**config.mk**
```make
export PLATFORM = sky130hd
export DESIGN_NAME = riscv_core_div_ctrl
export DESIGN_NICKNAME = d
export VERILOG_FILES = /design/src/rtl/riscv_core_div_pkg.sv /design/src/rtl/riscv_core_div_step.sv /design/src/rtl/riscv_core_div_ctrl.sv
export SDC_FILE = /design/constraint.sdc
export NUM_CORES = 1
export LEC_CHECK = 0
export CORE_MARGIN = 3
export CORE_UTILIZATION = 53
export DETAILED_ROUTE_END_ITERATION = 8
export GPL_ROUTABILITY_DRIVEN = 0
export PLACE_DENSITY = 0.9
export SYNTH_ARGS = -nofsm -noshare
export SYNTH_HDL_FRONTEND = slang
export SYNTH_SLANG_ARGS = --single-unit
```
**constraint.sdc**
```tcl
create_clock -name i_clk -period 4 [get_ports i_clk]
set_input_delay 0.8 -clock i_clk [delete_from_list [all_inputs] [get_ports i_clk]]
set_output_delay 0.8 -clock i_clk [all_outputs]
set_load 0.01 [all_outputs]
```
**src/rtl/riscv_core_div_pkg.sv**
```systemverilog
// Shared op codes, FSM state type and default widths for the iterative divider.
package riscv_core_div_pkg;

  localparam logic [1:0] DIV  = 2'b00;
  localparam logic [1:0] DIVU = 2'b01;
  localparam logic [1:0] REM  = 2'b10;
  localparam logic [1:0] REMU = 2'b11;

  localparam int DIV_XLEN = 32;
  localparam int CNT_W    = $clog2(DIV_XLEN);

  typedef enum logic [1:0] {
    IDLE,
    BUSY,
    DONE
  } div_state_e;

endpackage

```
**src/rtl/riscv_core_div_step.sv**
```systemverilog
// One radix-2 restoring division iteration: shift in the next dividend bit, trial-subtract.
module riscv_core_div_step #(
  parameter int XLEN = 32
) (
  input  logic [XLEN:0]   p,
  input  logic [XLEN-1:0] q,
  input  logic [XLEN-1:0] d,
  output logic [XLEN:0]   p_next,
  output logic [XLEN-1:0] q_next
);

  logic [XLEN:0]   shifted;
  logic [XLEN+1:0] diff;
  logic            unused_p_msb;

  // P stays below D, so its top bit is always clear and only the low bits shift up
  assign unused_p_msb = p[XLEN];
  assign shifted      = {p[XLEN-1:0], q[XLEN-1]};
  assign diff         = {1'b0, shifted} - {2'b00, d};

  always_comb begin
    p_next = shifted;
    q_next = {q[XLEN-2:0], 1'b0};
    if (!diff[XLEN+1]) begin
      p_next = diff[XLEN:0];
      q_next = {q[XLEN-2:0], 1'b1};
    end
  end

endmodule

```
**src/rtl/riscv_core_div_ctrl.sv**
```systemverilog
// Sequencing controller for the iterative M-extension divider in EX.
// Optional macro RISCV_DIV_EARLY_OUT_EN: finish immediately when |A| < |B|.
//
// state | meaning
// IDLE  | ready for a request, not stalling
// BUSY  | restoring iterations in flight, one quotient bit per cycle
// DONE  | result presented, held until downstream accepts it
module riscv_core_div_ctrl
  import riscv_core_div_pkg::*;
#(
  parameter int XLEN = DIV_XLEN
) (
  input  logic            i_clk,
  input  logic            i_rst,
  input  logic            i_div_ctrl_valid,
  input  logic [1:0]      i_div_ctrl_control,
  input  logic [XLEN-1:0] i_div_ctrl_srcA,
  input  logic [XLEN-1:0] i_div_ctrl_srcB,
  input  logic            i_div_ctrl_flush,
  input  logic            i_div_ctrl_ready,
  output logic            o_div_ctrl_ready,
  output logic            o_div_ctrl_busy,
  output logic            o_div_ctrl_valid,
  output logic [1:0]      o_div_ctrl_control,
  output logic [XLEN-1:0] o_div_ctrl_quotient,
  output logic [XLEN-1:0] o_div_ctrl_remainder,
  output logic            o_div_ctrl_srcA_sign,
  output logic            o_div_ctrl_srcB_sign
);

  localparam int CW = $clog2(XLEN);
  localparam logic [XLEN-1:0] MIN_NEG = {1'b1, {(XLEN-1){1'b0}}};

  div_state_e      state_q, state_d;
  logic [CW-1:0]   cnt_q, cnt_d;
  logic [XLEN:0]   p_q, p_d, p_step;
  logic [XLEN-1:0] q_q, q_d, q_step;
  logic [XLEN-1:0] d_q, d_d;
  logic [1:0]      ctl_q, ctl_d;
  logic            sa_q, sa_d, sb_q, sb_d;

  logic            is_signed, sign_a, sign_b, div_zero, overflow, accept;
  logic [XLEN-1:0] mag_a, mag_b;

  assign is_signed = ~i_div_ctrl_control[0];
  assign sign_a    = is_signed & i_div_ctrl_srcA[XLEN-1];
  assign sign_b    = is_signed & i_div_ctrl_srcB[XLEN-1];
  assign mag_a     = sign_a ? -i_div_ctrl_srcA : i_div_ctrl_srcA;
  assign mag_b     = sign_b ? -i_div_ctrl_srcB : i_div_ctrl_srcB;
  assign div_zero  = (i_div_ctrl_srcB == '0);
  assign overflow  = is_signed & (i_div_ctrl_srcA == MIN_NEG) & (&i_div_ctrl_srcB);
  assign accept    = (state_q == IDLE) & i_div_ctrl_valid & ~i_div_ctrl_flush;

  riscv_core_div_step #(.XLEN(XLEN)) u_step (
    .p      (p_q),
    .q      (q_q),
    .d      (d_q),
    .p_next (p_step),
    .q_next (q_step)
  );

  always_ff @(posedge i_clk or posedge i_rst) begin
    if (i_rst) begin
      state_q <= IDLE;
      cnt_q   <= '0;
      p_q     <= '0;
      q_q     <= '0;
      d_q     <= '0;
      ctl_q   <= '0;
      sa_q    <= 1'b0;
      sb_q    <= 1'b0;
    end else begin
      state_q <= state_d;
      cnt_q   <= cnt_d;
      p_q     <= p_d;
      q_q     <= q_d;
      d_q     <= d_d;
      ctl_q   <= ctl_d;
      sa_q    <= sa_d;
      sb_q    <= sb_d;
    end
  end

  always_comb begin
    state_d          = state_q;
    cnt_d            = cnt_q;
    p_d              = p_q;
    q_d              = q_q;
    d_d              = d_q;
    ctl_d            = ctl_q;
    sa_d             = sa_q;
    sb_d             = sb_q;
    o_div_ctrl_ready = 1'b0;
    o_div_ctrl_busy  = 1'b0;
    o_div_ctrl_valid = 1'b0;
    case (state_q)
      IDLE: begin
        o_div_ctrl_ready = 1'b1;
        if (accept) begin
          ctl_d = i_div_ctrl_control;
          if (div_zero) begin
            q_d     = '1;
            p_d     = {1'b0, i_div_ctrl_srcA};
            sa_d    = 1'b0;
            sb_d    = 1'b0;
            state_d = DONE;
          end else if (overflow) begin
            q_d     = MIN_NEG;
            p_d     = '0;
            sa_d    = 1'b0;
            sb_d    = 1'b0;
            state_d = DONE;
          end
`ifdef RISCV_DIV_EARLY_OUT_EN
          else if (mag_a < mag_b) begin
            q_d     = '0;
            p_d     = {1'b0, mag_a};
            sa_d    = sign_a;
            sb_d    = sign_b;
            state_d = DONE;
          end
`endif
          else begin
            p_d     = '0;
            q_d     = mag_a;
            d_d     = mag_b;
            sa_d    = sign_a;
            sb_d    = sign_b;
            cnt_d   = '1;
            state_d = BUSY;
          end
        end
      end
      BUSY: begin
        o_div_ctrl_busy = 1'b1;
        p_d = p_step;
        q_d = q_step;
        if (cnt_q == '0) state_d = DONE;
        else             cnt_d   = cnt_q - CW'(1);
      end
      DONE: begin
        o_div_ctrl_busy  = 1'b1;
        o_div_ctrl_valid = 1'b1;
        if (i_div_ctrl_ready) state_d = IDLE;
      end
      default: state_d = IDLE;
    endcase
    // a flush abandons whatever is in flight, including a result awaiting handshake
    if (i_div_ctrl_flush) state_d = IDLE;
  end

  assign o_div_ctrl_control   = ctl_q;
  assign o_div_ctrl_quotient  = q_q;
  assign o_div_ctrl_remainder = p_q[XLEN-1:0];
  assign o_div_ctrl_srcA_sign = sa_q;
  assign o_div_ctrl_srcB_sign = sb_q;

endmodule

```
==> results of run 1 <==
[through the flow]
| step | utilization (%) | area (sq um) | worst slack, ns | total power, mW | hold slack (ns) |
|---|---|---|---|---|---|
| floorplan | - | 8021 | 0.3828 | 4.639 | 0.4628 |
| detailed placement | 66.19 | 9693 | 0.2738 | 6.192 | 0.4951 |
| finish | 68.26 | 9996 | 0.5826 | 7.194 | 0.5135 |
| CTS | 68.26 | 9996 | 0.6302 | 7.138 | 0.5105 |
| global route | 68.26 | 9996 | 0.4031 | 7.703 | 0.5373 |
| global placement | 66.19 | 9693 | 0.3087 | 6.036 | 0.4896 |
[cell usage in the layout (no fill, tap or decap), drive strengths merged, types with 13 or more instances in the layout]
cell type	count
nand3	26
o21ai	89
clkdlybuf4s50	141
xor2	37
dfrtp	107
buf	23
a221oi	23
nand2	87
and3	13
mux2i	17
a31oi	20
nor3	18
nor2	84
nand4	13
ha	40
inv	53
xnor2	48
a21oi	100
[flip-flops by register name, indices dropped and copies added, names as in the netlist]
register,flops
o_div_ctrl_control,2
d_q,32
cnt_q,5
o_div_ctrl_quotient,32
o_div_ctrl_srcA_sign,1
o_div_ctrl_srcB_sign,1
state_q,2
p_q,32
[cells by family (layout without fill, tap and decap cells)]
group,after synthesis,in the layout
AND/OR/NAND/NOR,306,306
flip-flops,107,107
multiplexers,21,21
AO/OA/AOI/OAI,309,309
buffers and inverters,104,232
XOR/XNOR,85,85
adder cells (fa/ha/maj),41,41
[cell type report]
class	count	area [sq um]	area share (%)
clock buffer	10	239.0	2.391
clock inverter	6	63.81	0.6384
inverter	52	197.7	1.978
multi-input combinational	762	4954	49.56
sequential	107	2678	26.79
tap	184	230.2	2.303
timing repair buffer	164	1634	16.35
[worst max-delay path, cell delays in order]
cell and delay, ns:
clkdlybuf4s50_1 0.53, nor4_1 0.61, nand3b_4 0.14, or4_1 0.57, nor3_4 0.32, nor3_4 0.10, o21a_1 0.27, nand3_1 0.12
xor2_1 0.15, nand2_1 0.06
[worst min path at each step]
| stage | from | to | cells past startpoint |
|---|---|---|---|
| floorplan | cnt_q[0] | cnt_q[0] | 1 |
| global placement | o_div_ctrl_control[1] | o_div_ctrl_control[1] | 1 |
| detailed placement | o_div_ctrl_control[1] | o_div_ctrl_control[1] | 1 |
| CTS | o_div_ctrl_control[1] | o_div_ctrl_control[1] | 1 |
| global route | o_div_ctrl_control[0] | o_div_ctrl_control[0] | 1 |
| finish | o_div_ctrl_control[1] | o_div_ctrl_control[1] | 1 |
[routing by layer]
| layer | up-vias | global-route usage, % |
|---|---|---|
| li1 | 3764 | - |
| met1 | 3752 | 39.16 |
| met2 | 438 | 43.60 |
| met3 | 49 | 4.452 |
| met4 | 0 | 12.04 |
| met5 | - | 0 |
[power groups by stage]
stage	sequential, mW	combinational, mW	clock (mW)
after floorplan	1.97	2.67	0
after global placement	1.97	4.07	0
after detailed placement	1.98	4.21	0
after CTS	1.96	4.24	0.940
after global routing	2.02	4.70	0.982
final	1.97	4.28	0.940
==> impl_metrics.tcl, run 1 <==
set metrics [dict create \
    async_reset_ff_share_pct 100.0 \
    synth_edf_count 0 \
    fillers 1154 \
    pin_count 142 \
    clockPowerShare_pct 13.1 \
    synthTopCellsByCount "107 x dfrtp_1, 99 x a21oi_1, 87 x nand2_1, 82 x nor2_1, 76 x o21ai_0" \
    syn_area_sq_mm 0.008021 \
    grt-ovfl-total 0 \
    min_period_ns 3.417 \
    place_inst 1269 \
    wl_um 23380 \
    start_util_pct 54.78 \
    antenna_cells 0 \
    wire_per_inst_um 18.20 \
    min_path_type "register to register" \
    highest_layer "met4" \
    r2r_start "p_q[18]" \
    worst_slew_pin_slew_ns 0.9015 \
    dr_wl_met2_um 10550 \
    slew_violations 0 \
    grt_usage_pct 28.10 \
    startpoint "i_div_ctrl_srcA[11]" \
    clk_latency_ns 0.36 \
    slew-limit-headroom_pct 39.67 \
    dieHeight_um 129.0 \
    route.met3.wl_um 2119 \
    crit_path_end "cnt_q[4]" \
    synth_top_area_cell "dfrtp_1" \
    rows 44 \
    cellLeakagePower_nw 4.185 \
    firstDrtPassIters 5 \
    synth_top_family_by_area "compound AO/OA/AOI/OAI gates" \
    seq_power_share_pct 27.4 \
    via_per_inst 6.228 \
    drc 0 \
    rsz0062_at_grt "false" \
    ff2ff_setup_slack_ns 0.68 \
    period_share_pct 85.44 \
    cts_resized 0 \
    drt_iter0_drc 845 \
    syn_nets 1085 \
    switching_share_pct 43.93 \
    setup_viol 0 \
    yosys-mux-area-fraction_pct 2.683 \
    start_kind "primary input" \
    synth-simple-area-share_pct 19.39 \
    grt_pass1_vias 7370 \
    cts_buffers 9 \
    synth-adder-area-share_pct 6.489 \
    comb_power_share_pct 59.5 \
    avgSynthCellArea_sq_um 8.244 \
    worstPathRequired_ns 4.25 \
    dpl.hpwl_um 17450 \
    intPower_mw 4.034 \
    clk_pin_slew_ns 0.08 \
    cts_sinks 107 \
    grt_max_degree 67 \
    crit_fanout 6 \
    yosys_register_bits 107 \
    cp.arrival_ns 3.67 \
    io_buffers 141 \
    drive_above_1_share_pct 5.904 \
    synth-xor-area-share_pct 9.281 \
    setup_tns_ns 0 \
    critPathKind "primary input to register" \
    clockBufferDepth 2 \
    grt_pass1_wl_um 37720 \
    synthTopCellsByArea "dfrtp_1 33%, ha_1 6.2%, a21oi_1 6.2%, xnor2_1 5.2%, o21ai_0 4.7%" \
    wl_met1_um 9976 \
    irDropWorstVdd_v 0.0002906 \
    cap_violations 0 \
    antenna_found_initial 0 \
    synth_cells 973 \
    synth_most_common_cell "dfrtp_1" \
    final_cells 1285 \
    root_buffer "clkbuf_16" \
    power.density_mw_per_mm2 719.7 \
    r2r_end "p_q[3]" \
    finalHoldViolCount 0 \
    yosysWarnings 0 \
    synth_compound_gate_area_share_pct 23.55 \
    ant_nets 0 \
    core_sq_mm 0.01464 \
    die_area_sq_mm 0.01665 \
    r2r.worst_path.cells 10 \
    synthFlopType "dfrtp_1" \
    ctsHtreeMaxLevel 3 \
    end_kind "register" \
    synth_cell_type_count 69 \
    power.switching_mw 3.161 \
    fin_nets 1208 \
    synthToLayoutAreaGrowth_pct 24.61 \
    postCtsSetupBuffers 0 \
    ys_seq_area_share_pct 33.38 \
    holdBufCountCts 0 \
    die_x_um 129.0 \
    synth_top_area_share_pct 33.38 \
    clock.fmax_mhz 292.6 \
    finalClockSkew_ns 0.008419 \
    status "completed" \
    vias 8003 \
    cts_tree "yes" \
]
Note: power is estimated with default switching activity, not from simulation.
==> inputs of run 2 (changes only) <==
- CTS_BUF_LIST: default -> sky130_fd_sc_hd__clkbuf_4
- REMOVE_ABC_BUFFERS: default -> 1
==> impl_metrics.tcl, run 2 (synthesis results as in run 1) <==
set metrics [dict create \
    clk_latency_ns 0.47 \
    start_util_pct 54.78 \
    use_met3_pct 3.462 \
    status "completed" \
    cp.arrival_ns 3.85 \
    grt_pass1_vias 7419 \
    crit_fanout 17 \
    final-seq-area_sq_mm 0.002678 \
    grt_usage_pct 27.37 \
    wl_um 22970 \
    mostFrequentLayoutCells "141 x clkdlybuf4s50_1, 107 x dfrtp_1, 99 x a21oi_1, 87 x nand2_1, 82 x nor2_1" \
    root_buffer "clkbuf_4" \
    via_per_inst 6.178 \
    wire_per_inst_um 17.82 \
    stdcell_area_sq_mm 0.009878 \
    final_cells 1289 \
    setup_viol 0 \
    start_kind "register" \
    cts_sinks 107 \
    drive_above_1_share_pct 6.069 \
    cts_resized 0 \
    antenna_found_initial 1 \
    cts_tree "yes" \
    final_common_cell "clkdlybuf4s50_1" \
    r2r.worst_path.cells 11 \
    grt.busiest_layer "met2" \
    fillers 1167 \
    finalHoldViolCount 0 \
    slew-limit-headroom_pct 52.02 \
    pin_count 142 \
    ant_nets 0 \
    finish.utilization_pct 67.46 \
    slew_violations 0 \
    fin_nets 1212 \
    rows 44 \
    core_sq_mm 0.01464 \
    p_total_mw 6.915 \
    place_inst 1273 \
    worstPathRequired_ns 4.35 \
    grt-ovfl-total 0 \
    met1_usage_pct 37.34 \
    power.density_mw_per_mm2 700.0 \
    dpl_cell_area_sq_mm 0.009723 \
    firstDrtPassIters 5 \
    cts_buffers 9 \
    vias 7964 \
    clock.fmax_mhz 286.4 \
    ctsHtreeMaxLevel 3 \
    grt_pass1_wl_um 36960 \
    holdBufCountCts 0 \
    die_x_um 129.0 \
    drt_iter0_drc 995 \
    clk_pin_slew_ns 0.16 \
    irDropWorstVdd_v 0.0003104 \
    critPathKind "register to register" \
    grt_max_degree 65 \
    io_buffers 141 \
    finalClockSkew_ns 0.01312 \
    period_share_pct 87.29 \
    dieHeight_um 129.0 \
    cellLeakagePower_nw 4.142 \
    synthToLayoutAreaGrowth_pct 23.15 \
    rsz0062_at_grt "false" \
    min_period_ns 3.492 \
    drc 0 \
    dpl.hpwl_um 17480 \
    end_kind "register" \
    min_path_type "register to register" \
    worst_slew_pin_slew_ns 0.7189 \
    multiInputGateArea_sq_mm 0.004954 \
    postCtsSetupBuffers 0 \
    hold_ws_ns 0.5266 \
    clockBufferDepth 2 \
    cap_violations 0 \
    met2_usage_pct 44.27 \
    hold_path_depth 1 \
    die_area_sq_mm 0.01665 \
]
[run 2: routing by layer]
layer	up-vias	routed length, um
met1	3704	9601
met3	59	1995
met2	427	10600
met5	-	0
met4	0	778
li1	3774	-
[run 2: report_power, final]
group / switching (mW) / leakage, nW / internal (mW)
registers: 0.455 / 1.29 / 1.51
logic: 2.28 / 2.77 / 2.03
clock network: 0.372 / 0.0843 / 0.257
[run 2: final cells by class]
class	count	share of cell area [%]
Tap cell	184	2.331
Sequential cell	107	27.11
Antenna cell	1	0.02533
Clock buffer	10	0.7600
Inverter	52	2.001
Multi-Input combinational cell	762	50.15
Clock inverter	5	0.7853
Timing Repair Buffer	168	16.85
[run 2: worst max-delay path, stage by stage, from the launching register on]
cell	delay (ns)
dfrtp_1	0.48
ha_1	0.41
a21o_1	0.21
a21o_1	0.19
a211oi_1	0.31
o221ai_1	0.20
a21oi_2	0.27
o21bai_2	0.14
a21boi_4	0.53
buf_4	0.30
mux2i_1	0.23
o21ai_0	0.10
[run 2: stage by stage]
stage	setup slack, ns	TNS, ns
floorplan	-0.8587	-16.70
global placement	0.2990	0
detailed placement	0.1641	0
CTS	0.5443	0
global route	0.2810	0
finish	0.5085	0
[run 2: worst paths after layout]
| kind | startpoint | end | slack (ns) |
|---|---|---|---|
| worst max-delay path | p_q[19] | p_q[6] | 0.51 |
| worst min register to register | cnt_q[0] | cnt_q[0] | 0.53 |
| max in group asynchronous | i_rst | d_q[8] | 2.52 |
| min in group asynchronous | i_rst | p_q[30] | 0.76 |
| worst min-delay path | cnt_q[0] | cnt_q[0] | 0.53 |
| worst max register to register | p_q[19] | p_q[6] | 0.51 |
